## config.mk

```make
export PLATFORM = sky130hd
export DESIGN_NAME = cim_bank_pingpong
export DESIGN_NICKNAME = d
export VERILOG_FILES = /design/src/rtl/cim_bank_pingpong.sv
export SDC_FILE = /design/constraint.sdc
export NUM_CORES = 1
export LEC_CHECK = 0
export CAP_MARGIN = 10
export CORE_MARGIN = 2
export CORE_UTILIZATION = 35
export DETAILED_ROUTE_END_ITERATION = 8
export PLACE_DENSITY = 0.55
export RECOVER_POWER = 100
export SLEW_MARGIN = 20
export SYNTH_ARGS = -nofsm -noshare
export SYNTH_HDL_FRONTEND = slang
export SYNTH_SLANG_ARGS = --single-unit
```

## constraint.sdc

```tcl
create_clock -name clk -period 4.5 [get_ports clk]
set_clock_uncertainty 0.2 [all_clocks]
set_input_delay 1.125 -clock clk [delete_from_list [all_inputs] [get_ports clk]]
set_output_delay 1.125 -clock clk [all_outputs]
set_load 0.1 [all_outputs]
```

## src/rtl/cim_bank_pingpong.sv

```systemverilog
// Double-buffered CIM weight store: the compute array reads the active bank as
// inverted half-word buses while a valid/ready stream fills the shadow bank.
module cim_bank_pingpong #(
    parameter  int ROWS   = 8,
    parameter  int WORD_W = 24,
    localparam int HALF_W = WORD_W / 2,
    localparam int PTR_W  = $clog2(ROWS)
) (
    input  logic                     clk,
    input  logic                     rst_n,
    input  logic                     wr_valid,
    output logic                     wr_ready,
    input  logic [WORD_W-1:0]        wr_data,
    input  logic                     load_abort,
    input  logic                     swap_req,
    output logic                     swap_ack,
    output logic                     shadow_full,
    output logic                     rd_bank,
    output logic [PTR_W-1:0]         wr_ptr,
    output logic [ROWS*HALF_W-1:0]   nW_low,
    output logic [ROWS*HALF_W-1:0]   nW_high
);

    typedef enum logic {ST_LOAD = 1'b0, ST_FULL = 1'b1} state_t;

    state_t             state_reg, state_next;
    logic               rd_bank_reg, rd_bank_next;
    logic [PTR_W-1:0]   ptr_reg, ptr_next;
    logic               ack_reg, ack_next;
    logic               wr_en;

    logic [ROWS-1:0][WORD_W-1:0] active_word;

    always_ff @(posedge clk or negedge rst_n) begin
        if (!rst_n) begin
            state_reg   <= ST_LOAD;
            rd_bank_reg <= 1'b0;
            ptr_reg     <= '0;
            ack_reg     <= 1'b0;
        end else begin
            state_reg   <= state_next;
            rd_bank_reg <= rd_bank_next;
            ptr_reg     <= ptr_next;
            ack_reg     <= ack_next;
        end
    end

    // Abort outranks both the write and the swap; swap only looks at the
    // registered FULL state, so a final-row write cannot swap in the same edge.
    always_comb begin
        state_next   = state_reg;
        rd_bank_next = rd_bank_reg;
        ptr_next     = ptr_reg;
        ack_next     = 1'b0;
        if (load_abort) begin
            state_next = ST_LOAD;
            ptr_next   = '0;
        end else if (wr_en) begin
            if (ptr_reg == PTR_W'(ROWS - 1)) begin
                ptr_next   = '0;
                state_next = ST_FULL;
            end else begin
                ptr_next = ptr_reg + PTR_W'(1);
            end
        end else if (state_reg == ST_FULL && swap_req) begin
            state_next   = ST_LOAD;
            rd_bank_next = ~rd_bank_reg;
            ack_next     = 1'b1;
        end
    end

    always_comb begin
        wr_ready    = (state_reg == ST_LOAD);
        shadow_full = (state_reg == ST_FULL);
        wr_en       = wr_valid && (state_reg == ST_LOAD) && !load_abort;
        swap_ack    = ack_reg;
        rd_bank     = rd_bank_reg;
        wr_ptr      = ptr_reg;
    end

    generate
        for (genvar gi = 0; gi < ROWS; gi++) begin : g_row
            logic [WORD_W-1:0] word0_reg;
            logic [WORD_W-1:0] word1_reg;

            // Writes land in whichever bank is not currently being read.
            always_ff @(posedge clk or negedge rst_n) begin
                if (!rst_n) begin
                    word0_reg <= '0;
                    word1_reg <= '0;
                end else if (wr_en && ptr_reg == PTR_W'(gi)) begin
                    if (rd_bank_reg)
                        word0_reg <= wr_data;
                    else
                        word1_reg <= wr_data;
                end
            end

            assign active_word[gi] = rd_bank_reg ? word1_reg : word0_reg;
            assign nW_low[gi*HALF_W +: HALF_W]  = ~active_word[gi][HALF_W-1:0];
            assign nW_high[gi*HALF_W +: HALF_W] = ~active_word[gi][WORD_W-1:HALF_W];
        end
    endgenerate

endmodule

```

== Word-level counts from Yosys, hierarchy flattened ==
Cells that the tools add are included.

* Bits in registers: 390
* Bits of input ports: 29
* Output and inout port bits: 199
* Word-level logic and storage cells: 100

* Add/sub/neg operators: 1
* Eq/ne operators: 8
* Muxes and demuxes: 18
* Bitwise gates (word level): 20
* Reduce and logical (&&, ||, !) cells: 33

{| class="wikitable"
|+ Operators with widths
! cell !! count
|-
| two-way mux 24 bit || 8
|-
| NOT 12 bit || 16
|-
| AND reduction 2 bit || 17
|-
| == test 3 bit (second input constant) || 4
|-
| logical AND 1 bit || 11
|-
| two-way mux 3 bit || 3
|-
| two-way mux 1 bit || 7
|-
| == test 3 x 2 -> 1 bit (second input constant) || 2
|-
| NOT 1 bit || 4
|-
| adder 3 x 1 -> 3 bit (second input constant) || 1
|-
| == test 3 x 1 -> 1 bit (second input constant) || 1
|-
| zero test 3 bit || 1
|-
| inequality test 3 x 2 -> 1 bit (second input constant) || 1
|-
| AND reduction 3 bit || 1
|-
| nonzero test 3 bit || 1
|-
| nonzero test 2 bit || 1
|-
| zero test 1 bit || 1
|}

== Logic depth before layout (Yosys ltp) ==
* Depth after elaboration: 5
* Gate-level depth with buffers: 7
* Gate-level depth less buffers: 5

== Worst setup path after synthesis ==
OpenSTA, ideal clock, no wires.

* Path type: register to output
* Start point: register rd_bank_reg, in the netlist rd_bank
* End point: output nW_high[0]
* Arrival: 3.405 ns
* Required time: 3.175 ns
* Setup slack: -0.230 ns
* Stages on the path, launching flop included: 5
* Buffers on the path: 3
* Cell sequence: dfrtp_1 -> buf_4 -> clkbuf_1 -> buf_2 -> mux2i_1

* Longest elaborated chain between the ends: 2

{| class="wikitable"
|+ RTL lines
! element !! RTL line !! text
|-
| start: declaration || 27 || <nowiki>logic rd_bank_reg, rd_bank_next;</nowiki>
|-
| start signal: assignment || 42 || <nowiki>rd_bank_reg <= rd_bank_next;</nowiki>
|-
| two-way mux 24 bit || 99 || <nowiki>assign active_word[gi] = rd_bank_reg ? word1_reg : word0_reg;</nowiki>
|-
| NOT 12 bit || 101 || <nowiki>assign nW_high[gi*HALF_W +: HALF_W] = ~active_word[gi][WORD_W-1:HALF_W];</nowiki>
|-
| end: declaration || 21 || <nowiki>output logic [ROWS*HALF_W-1:0] nW_high</nowiki>
|}

No other way between the ends.

== Worst setup path after layout ==
* Start point: register rd_bank_reg, in the netlist rd_bank
* End point: output nW_low[93]

* Longest elaborated chain between the ends: 2

{| class="wikitable"
|+ RTL lines
! element !! RTL line !! text
|-
| two-way mux 24 bit || 99 ||
|-
| NOT 12 bit || 100 || <nowiki>assign nW_low[gi*HALF_W +: HALF_W] = ~active_word[gi][HALF_W-1:0];</nowiki>
|-
| end: declaration || 20 || <nowiki>output logic [ROWS*HALF_W-1:0] nW_low,</nowiki>
|}

No other way between the ends.

==> flow_metrics.env <==
export IMPL_cpPeakStageDelay_ns=0.78
export IMPL_yosysSeqAreaShare=0.5639
export IMPL_synth_async_sr_flop_share=1.000
export IMPL_num_antenna_cells=0
export IMPL_antenna_found_initial=1
export IMPL_synthFlopType="dfrtp_1"
export IMPL_die_x_um=226.4
export IMPL_cts_tree="yes"
export IMPL_outcome="finished with violations"
export IMPL_rrSetupSlack_ns=0.49
export IMPL_cp_cell_sequence="buf_12 > mux2i_1 > dlymetal6s2s_1"
export IMPL_synth_top_cells_by_area="dfrtp_1 56%, mux2_2 20%, mux2i_1 11%, mux2_4 5.6%, buf_6 1.5%"
export IMPL_routedWlPerCell_um=21.26
export IMPL_cts_sinks=390
export IMPL_setup_slack_ns=0.3984
export IMPL_ios=228
export IMPL_syn_to_final_growth_pct=18.64
export IMPL_required_ns=3.17
export IMPL_htree_levels=2
export IMPL_io_buffers=227
export IMPL_num_vias=9681
export IMPL_critical_path_class="reg -> out"
export IMPL_grt_max_degree=97
export IMPL_ctsResizeCount=0
export IMPL_clk_path_buf_depth=3
export IMPL_maxSlewHeadroom=-0.7505
export IMPL_fin_crit_sh=0.9115
export IMPL_ys_ff_latch=390
export IMPL_yosysUniqueCellTypes=32
export IMPL_ant_nets=0
export IMPL_grtUsageTotal=0.1696
export IMPL_post_synth_top_area_cell="dfrtp_1"
export IMPL_slew_violations=219
export IMPL_p_leak_nw=9.456
export IMPL_first_pass_iters=4
export IMPL_mostFrequentLayoutCells="389 x dfrtp_1, 310 x mux2_2, 165 x mux2i_1, 140 x clkbuf_2, 72 x mux2_1"
export IMPL_netlist_instances=1099
export IMPL_postCtsSetupBuffers=0
export IMPL_ctsHoldBuffers=0
export IMPL_hold_slack_ns=0.2848
export IMPL_postLayoutCoreUtil=0.4203
export IMPL_cts_made_buffers=45
export IMPL_hold_violations=0
export IMPL_start_util=0.3543
export IMPL_p_per_area_nw_per_um2=426.4
export IMPL_placed_cell_area_um2=20190
export IMPL_root_buffer="clkbuf_16"
export IMPL_place_gp_congestion=0.7464
export IMPL_critPathBufInv=2
export IMPL_vdd_ir_drop_max_v=0.0002008
export IMPL_via_per_inst=4.833
export IMPL_setup_viol=0
export IMPL_max_freq_ghz=0.2438
export IMPL_worst_setup_path_end_kind="primary output"
export IMPL_synth_avg_cell_area_um2=15.75
export IMPL_drt_iter0_drc=404
export IMPL_synth_top_area_share=0.5639
export IMPL_final_common_cell="dfrtp_1"
export IMPL_path_clk_slew_ns=0.06
export IMPL_synth_edf_count=0
export IMPL_die_y_um=226.4
export IMPL_pre_cts_ws_ns=0.8191
export IMPL_overflow=0
export IMPL_worstSetupStartpointType="register"
export IMPL_grt_pass1_vias=10330
export IMPL_cap_viol_max_count=7
export IMPL_grt_pass1_wl_um=65230
export IMPL_yosysWarnings=0
export IMPL_rows=81
export IMPL_fin_cells=2003
export IMPL_path_delay_family="buffers and inverters"
export IMPL_rsz0062_at_grt="no"
export IMPL_finalNetCount=1339
export IMPL_core_area_um2=48850
export IMPL_path_max_fanout=35
export IMPL_dp_hpwl_um=27720
export IMPL_dieArea_um2=51240
export IMPL_fin_crit_ns=4.102
export IMPL_tightest_slew_ns=2.626
export IMPL_cpMaxStageDelayCell="dlymetal6s2s_1"
export IMPL_worstHoldPathType="reg -> reg"
export IMPL_design_area_um2=20530
export IMPL_synthesis_nets=1134
export IMPL_drive_gt1_frac=0.4459
export IMPL_violations="max-capacitance violations, max-slew violations"
export IMPL_wirelength_um=42590
export IMPL_worstSkewPairLatency_ns=0.57
export IMPL_p_total_mw=8.754
export IMPL_fin_tns_setup_ns=0
export IMPL_place_inst=1921
export IMPL_post_route_drc_count=0
export IMPL_crit_arrival_ns=2.78
export IMPL_mappedNetlistArea_um2=17310
-- cells by family (layout without fill, tap and decap cells) --
family	after synthesis	after routing	share of synthesized area
AOI/OAI and AO/OA	2	2	0.0007957
buffers and inverters	92	332	0.03745
muxes	578	578	0.3759
DFF	390	390	0.5639
xor gates and xnor gates	1	1	0.0005062
and+or+nand+nor	30	30	0.01706
adders and majority gates	6	6	0.004338
-- worst paths after layout --
path | startpoint | end | cells past startpoint
worst min-delay path | g_row[3].word0_reg[22]$_DFFE_PN0P_ | g_row[3].word0_reg[22]$_DFFE_PN0P_ | 1
worst max-delay path | rd_bank$_DFFE_PN0P_ | nW_low[93] | 3
max in group asynchronous | rst_n | g_row[3].word1_reg[19]$_DFFE_PN0P_ | 2
worst min register to register | g_row[3].word0_reg[22]$_DFFE_PN0P_ | g_row[3].word0_reg[22]$_DFFE_PN0P_ | 1
worst max register to register | rd_bank$_DFFE_PN0P_ | g_row[5].word0_reg[7]$_DFFE_PN0P_ | 5
min in group asynchronous | rst_n | g_row[0].word1_reg[15]$_DFFE_PN0P_ | 1
-- metal layers --
| layer | wire length, um | GRT usage | vias up |
|---|---|---|---|
| met1 | 19820 | 0.2341 | 5106 |
| li1 | - | - | 4330 |
| met2 | 19850 | 0.2678 | 194 |
| met5 | 12 | 0 | - |
| met4 | 705 | 0.04308 | 2 |
| met3 | 2201 | 0.04121 | 49 |
-- power breakdown --
group	total, mW	switching (mW)	leakage (nW)	internal, mW
clock	3.52	1.44	0.708	2.08
sequential	4.13	0.209	5.24	3.92
combinational	1.11	0.679	3.51	0.432
-- synthesized netlist by cell type, types with 2 or more instances --
library cell  instances
and3_1                2
and4_1                3
buf_12                2
buf_2                27
buf_4                 8
buf_6                23
buf_8                 3
clkbuf_1             25
dfrtp_1             390
ha_1                  6
inv_1                 4
mux2_1               10
mux2_2              310
mux2_4               64
mux2i_1             194
nand2_2               3
nand4_4               3
nor2_1                7
nor2b_2               2
-- area by class of cell --
class | count | area (um^2)
Tap cell | 664 | 830.8
Clock buffer | 71 | 1366
Inverter | 4 | 15.01
Multi-Input combinational cell | 617 | 6693
Sequential cell | 390 | 9763
Fill cell | 4674 | 28320
Timing Repair Buffer | 246 | 1799
Clock inverter | 11 | 65.06
-- worst register-to-register path: stages (launching register included) --
cell,delay (ns)
dfrtp_4,0.76
clkbuf_2,0.57
nor2b_1,0.37
and4_1,0.28
clkbuf_1,1.24
mux2_2,0.47
Note: power is estimated with default switching activity, not from simulation.
==> RTL change 1, RTL diff (config.mk and constraints unchanged) <==
`ROWS`: 8 -> 4.
--- a/src/rtl/cim_bank_pingpong.sv
+++ b/src/rtl/cim_bank_pingpong.sv
@@ -1,7 +1,7 @@
 // Double-buffered CIM weight store: the compute array reads the active bank as
 // inverted half-word buses while a valid/ready stream fills the shadow bank.
 module cim_bank_pingpong #(
-    parameter  int ROWS   = 8,
+    parameter  int ROWS   = 4,
     parameter  int WORD_W = 24,
     localparam int HALF_W = WORD_W / 2,
     localparam int PTR_W  = $clog2(ROWS)
Ports: changed (resized nW_high, nW_low and wr_ptr); port bits go from 228 to 131. The function was not compared with the original's and may differ.
==> RTL change 1 against the unedited design <==
Register-to-register slack improved by 660 ps; largest cell class unchanged; area after synthesis down 50%; clock power down 57%; sequential cell count shrank 193; cell area shrank 51%; wire length is 54% lower; total power down 33%; the run still ends with capacitance limit, slew limit left; cell count shrank 49%; sequential power is 44% lower; worst setup slack gained 120 ps.
==> RTL change 1: results (changes against the unedited design) <==
* Status: finished with violations (unchanged)
* Failing checks: capacitance limit, slew limit (unchanged)
* Post-synthesis mux area share at 38.3% (was 37.6%)
* GR Util met1 at 20.7% (was 23.4%)
* CTS Buffer Depth at 2 (was 3)
* Adder-cell share of the synthesized area at 0.582% (was 0.434%)
* Worst Reg2Reg Path Length in Cells at 4 (was 5)
* Routed wire length at 19.6 mm (was 42.6 mm)
* Crit path DAT at 2660 ps (was 2780 ps)
* Initial antenna violation count at 0 (was 1)
* LEAKAGE at 4.66 nW (was 9.46 nW)
* First-pass GRT wire length at 31.4 mm (was 65.2 mm)
* Skew-Pair Late Insertion Delay at 420 ps (was 570 ps)
* Reg-to-reg slack, setup at 1150 ps (was 490 ps)
* RePlAce Congestion at 0.730 (was 0.746)
* Hold endpoint: g_row[1].word0_reg[11]$_DFFE_PN0P_ (was g_row[3].word0_reg[22]$_DFFE_PN0P_)
* H-tree depth at 4 (was 2)
* Largest net degree at the start of global routing at 101 (was 97)
* Vias in the first global route at 5,438 (was 10,300)
* Reg2Reg Capture Point: g_row[1].word0_reg[19]$_DFFE_PN0P_ (was g_row[5].word0_reg[7]$_DFFE_PN0P_)
* DR iter-0 viols at 258 (was 404)
* Top post-synthesis cells by area: dfrtp_1 (57%), mux2_1 (17%), mux2i_1 (11%), mux2_4 (7.0%), mux2_2 (3.1%) (was dfrtp_1 (56%), mux2_2 (20%), mux2i_1 (11%), mux2_4 (5.6%), buf_6 (1.5%))
* Synth cell types at 19 (was 32)
* Crit Path Max Fanout at 37 (was 35)
* Hpwl dp at 13.2 mm (was 27.7 mm)
* Maximum vdd drop at 0.000264 V (was 0.000201 V)
* Syn Nets at 577 (was 1,134)
* GRT Util Overall at 15.7% (was 17.0%)
* Final Max Tran Viols at 101 (was 219)
* Layout Nets at 711 (was 1,339)
* Leading cell types by count after synthesis: dfrtp_1 (197), mux2_1 (128), mux2i_1 (98) (was dfrtp_1 (390), mux2_2 (310), mux2i_1 (194))
* Max Cap Violations at 1 (was 7)
* Max-slew headroom at -69.8% (was -75.1%)
* Hold Path Origin: g_row[1].word0_reg[11]$_DFFE_PN0P_ (was g_row[3].word0_reg[22]$_DFFE_PN0P_)
* Cell count after placement at 983 (was 1,921)
* PortBufs at 130 (was 227)
* Synth Area per Inst at 15.8 sq um (was 15.7 sq um)
* # fillers at 2,334 (was 4,674)
* TritonCTS buffer count at 17 (was 45)
* Met3 Usage GRT at 3.69% (was 4.12%)
* Hold slack at 286 ps (was 285 ps)
* Critical Path Sink: nW_high[30] (was nW_low[93])
* Top achievable clock speed at 251 MHz (was 244 MHz)
* Fraction of the yosys area taken by sequential cells at 57.3% (was 56.4%)
## RTL change 1: cell types whose count changed in the layout (fill, tap and decap cells not counted), sizes merged, moves of 3 or more
cell          delta
clkinvlp         +3
clkbuf         -115
inv              +4
nand2            -3
dfrtp          -193
and4             -3
nand3            +5
clkinv           -5
dlymetal6s2s     -6
and4bb           -3
buf             -35
nand4            -3
mux2i           -96
mux2           -192
## RTL change 1: kinds of logic (layout without fill, tap and decap cells)
| family | Yosys count | in the layout |
|---|---|---|
| xor gates and xnor gates | 1 | 1 |
| adders and majority gates | 4 | 4 |
| muxes | 290 | 290 |
| and+or+nand+nor | 18 | 18 |
| AOI/OAI and AO/OA | 1 | 1 |
| buffers and inverters | 33 | 180 |
| DFF | 197 | 197 |
## RTL change 1: final cells by class
type                       instances  share of cell area, %
clock inverter                    15                   1.63
multi-input combinational        314                   32.8
timing repair buffer             145                   8.51
sequential                       197                   48.7
clock buffer                      17                   4.20
inverter                           3                  0.111
tap                              324                   4.00
## RTL change 1: power groups by stage
| stage | sequential, mW | combinational (mW) | clock (mW) |
|---|---|---|---|
| 2_1_floorplan | 2.31 | 1.75 | 0 |
| 3_3_place_gp | 2.35 | 2.19 | 0 |
| 3_5_place_dp | 2.38 | 2.22 | 0 |
| 4_1_cts | 2.34 | 2.22 | 1.56 |
| 5_1_grt | 2.38 | 2.14 | 1.63 |
| 6_report | 2.33 | 2.05 | 1.51 |
## RTL change 1: layer usage
layer | routed length, microns | up-vias
met5 | 0 | -
li1 | - | 2213
met3 | 670 | 19
met2 | 9720 | 79
met4 | 231 | 0
met1 | 8960 | 2618
## RTL change 1: worst max-delay path, stage by stage, from the launching register on
cell and delay (ps):
dfrtp_4 880, buf_4 510, mux2i_1 320, clkbuf_2 500
==> RTL change 2, RTL diff (config.mk and constraints unchanged) <==
Without the edit above. Make the reset (`rst_n`) synchronous in 2 clocked blocks.
--- a/src/rtl/cim_bank_pingpong.sv
+++ b/src/rtl/cim_bank_pingpong.sv
@@ -31,7 +31,7 @@
 
     logic [ROWS-1:0][WORD_W-1:0] active_word;
 
-    always_ff @(posedge clk or negedge rst_n) begin
+    always_ff @(posedge clk) begin
         if (!rst_n) begin
             state_reg   <= ST_LOAD;
             rd_bank_reg <= 1'b0;
@@ -84,7 +84,7 @@
             logic [WORD_W-1:0] word1_reg;
 
             // Writes land in whichever bank is not currently being read.
-            always_ff @(posedge clk or negedge rst_n) begin
+            always_ff @(posedge clk) begin
                 if (!rst_n) begin
                     word0_reg <= '0;
                     word1_reg <= '0;
Behaviour: differs if rst_n is asserted again (counterexample within 4 cycles, from zero or initial values and one cycle with rst_n low); with rst_n held inactive, the same outputs for 4 cycles.
==> RTL change 2 against the unedited design <==
The flow still finishes with violations (capacitance limit, slew limit); hold slack worse by 31 ps; sequential cell count unchanged; cell area down 6.1%; area after synthesis down 6.1%; global-route usage up 1.5 points; wire length up 5.7%; register-to-register slack better by 510 ps; worst setup slack better by 17 ps; largest cell class unchanged.
Power is not compared: it rests on default switching activity, and its combinational part moved more than twofold at a synthesized area within 25%.
==> RTL change 2: results (changes against the unedited design) <==
* Non-clock buffer count at 242 (was 246)
* Crit path DAT at 2760 ps (was 2780 ps)
* Crit Path Max Fanout at 40 (was 35)
* Syn Nets at 1,592 (was 1,134)
* Initial antenna violation count at 0 (was 1)
* Met3 Usage GRT at 4.89% (was 4.12%)
* Leading cell types by count after synthesis: mux2i_1 (578), nand2_1 (409), dfxtp_1 (390) (was dfrtp_1 (390), mux2_2 (310), mux2i_1 (194))
* Status: finished with violations (unchanged)
* Mapped cell area at 0.0162 sq mm (was 0.0173 sq mm)
* Final Critical Period at 4080 ps (was 4100 ps)
* Crit-path max cell delay at 890 ps (was 780 ps)
* Cell count after placement at 2,267 (was 1,921)
* Post-synthesis mux area share at 35.6% (was 37.6%)
* Final Max Tran Viols at 350 (was 219)
* First-pass GRT wire length at 67.9 mm (was 65.2 mm)
* Max Cap Violations at 14 (was 7)
* GRT Util Overall at 18.5% (was 17.0%)
* Post-synth ARST share at 0% (was 100%)
* Final clock-cell share at 7.75% (was 6.97%)
* Layout Nets at 1,749 (was 1,339)
* Failing checks: capacitance limit, slew limit (unchanged)
* Dominant synthesized flop cell: dfxtp_1 (was dfrtp_1)
* Worst Setup SP: rd_bank$_SDFFE_PN0P_ (was rd_bank$_DFFE_PN0P_)
* Fraction of the yosys area taken by sequential cells at 48.0% (was 56.4%)
* Reg-to-reg slack, setup at 1000 ps (was 490 ps)
* TritonCTS buffer count at 44 (was 45)
* GR Util met1 at 24.2% (was 23.4%)
* DR iter-0 viols at 568 (was 404)
RTL change 2: cell types whose count changed in the layout (fill, tap and decap cells not counted), moves of 7 or more:
cell | unedited run | this run
dfrtp_1 | 389 | 0
mux2i_1 | 165 | 543
buf_12 | 24 | 6
nand2_1 | 4 | 417
buf_4 | 17 | 33
clkbuf_1 | 42 | 99
clkbuf_8 | 10 | 17
clkbuf_2 | 140 | 78
dfxtp_1 | 0 | 389
mux2_2 | 310 | 0
mux2_1 | 72 | 0
RTL change 2: power by group through the flow:
stage                     Clock, mW  Combinational [mW]  Sequential (mW)
final                          3.67               0.229             3.48
after global routing           3.90               0.248             3.48
after CTS                      3.76               0.237             3.48
after detailed placement          0               0.237             3.56
after global placement            0               0.233             3.56
after floorplan                   0               0.138             3.56
RTL change 2: how the worst min path moves through the flow:
| stage | start | to | slack, ps | cells past startpoint |
|---|---|---|---|---|
| after CTS | g_row[5].word0_reg[11]$_SDFFE_PN0P_ | g_row[5].word0_reg[11]$_SDFFE_PN0P_ | 260 | 2 |
| final | g_row[3].word0_reg[18]$_SDFFE_PN0P_ | g_row[3].word0_reg[18]$_SDFFE_PN0P_ | 250 | 2 |
| after floorplan | g_row[3].word0_reg[0]$_SDFFE_PN0P_ | g_row[3].word0_reg[0]$_SDFFE_PN0P_ | 230 | 2 |
| after detailed placement | g_row[4].word0_reg[19]$_SDFFE_PN0P_ | g_row[4].word0_reg[19]$_SDFFE_PN0P_ | 250 | 2 |
| after global routing | g_row[7].word0_reg[8]$_SDFFE_PN0P_ | g_row[7].word0_reg[8]$_SDFFE_PN0P_ | 270 | 2 |
| after global placement | g_row[3].word0_reg[22]$_SDFFE_PN0P_ | g_row[3].word0_reg[22]$_SDFFE_PN0P_ | 240 | 2 |
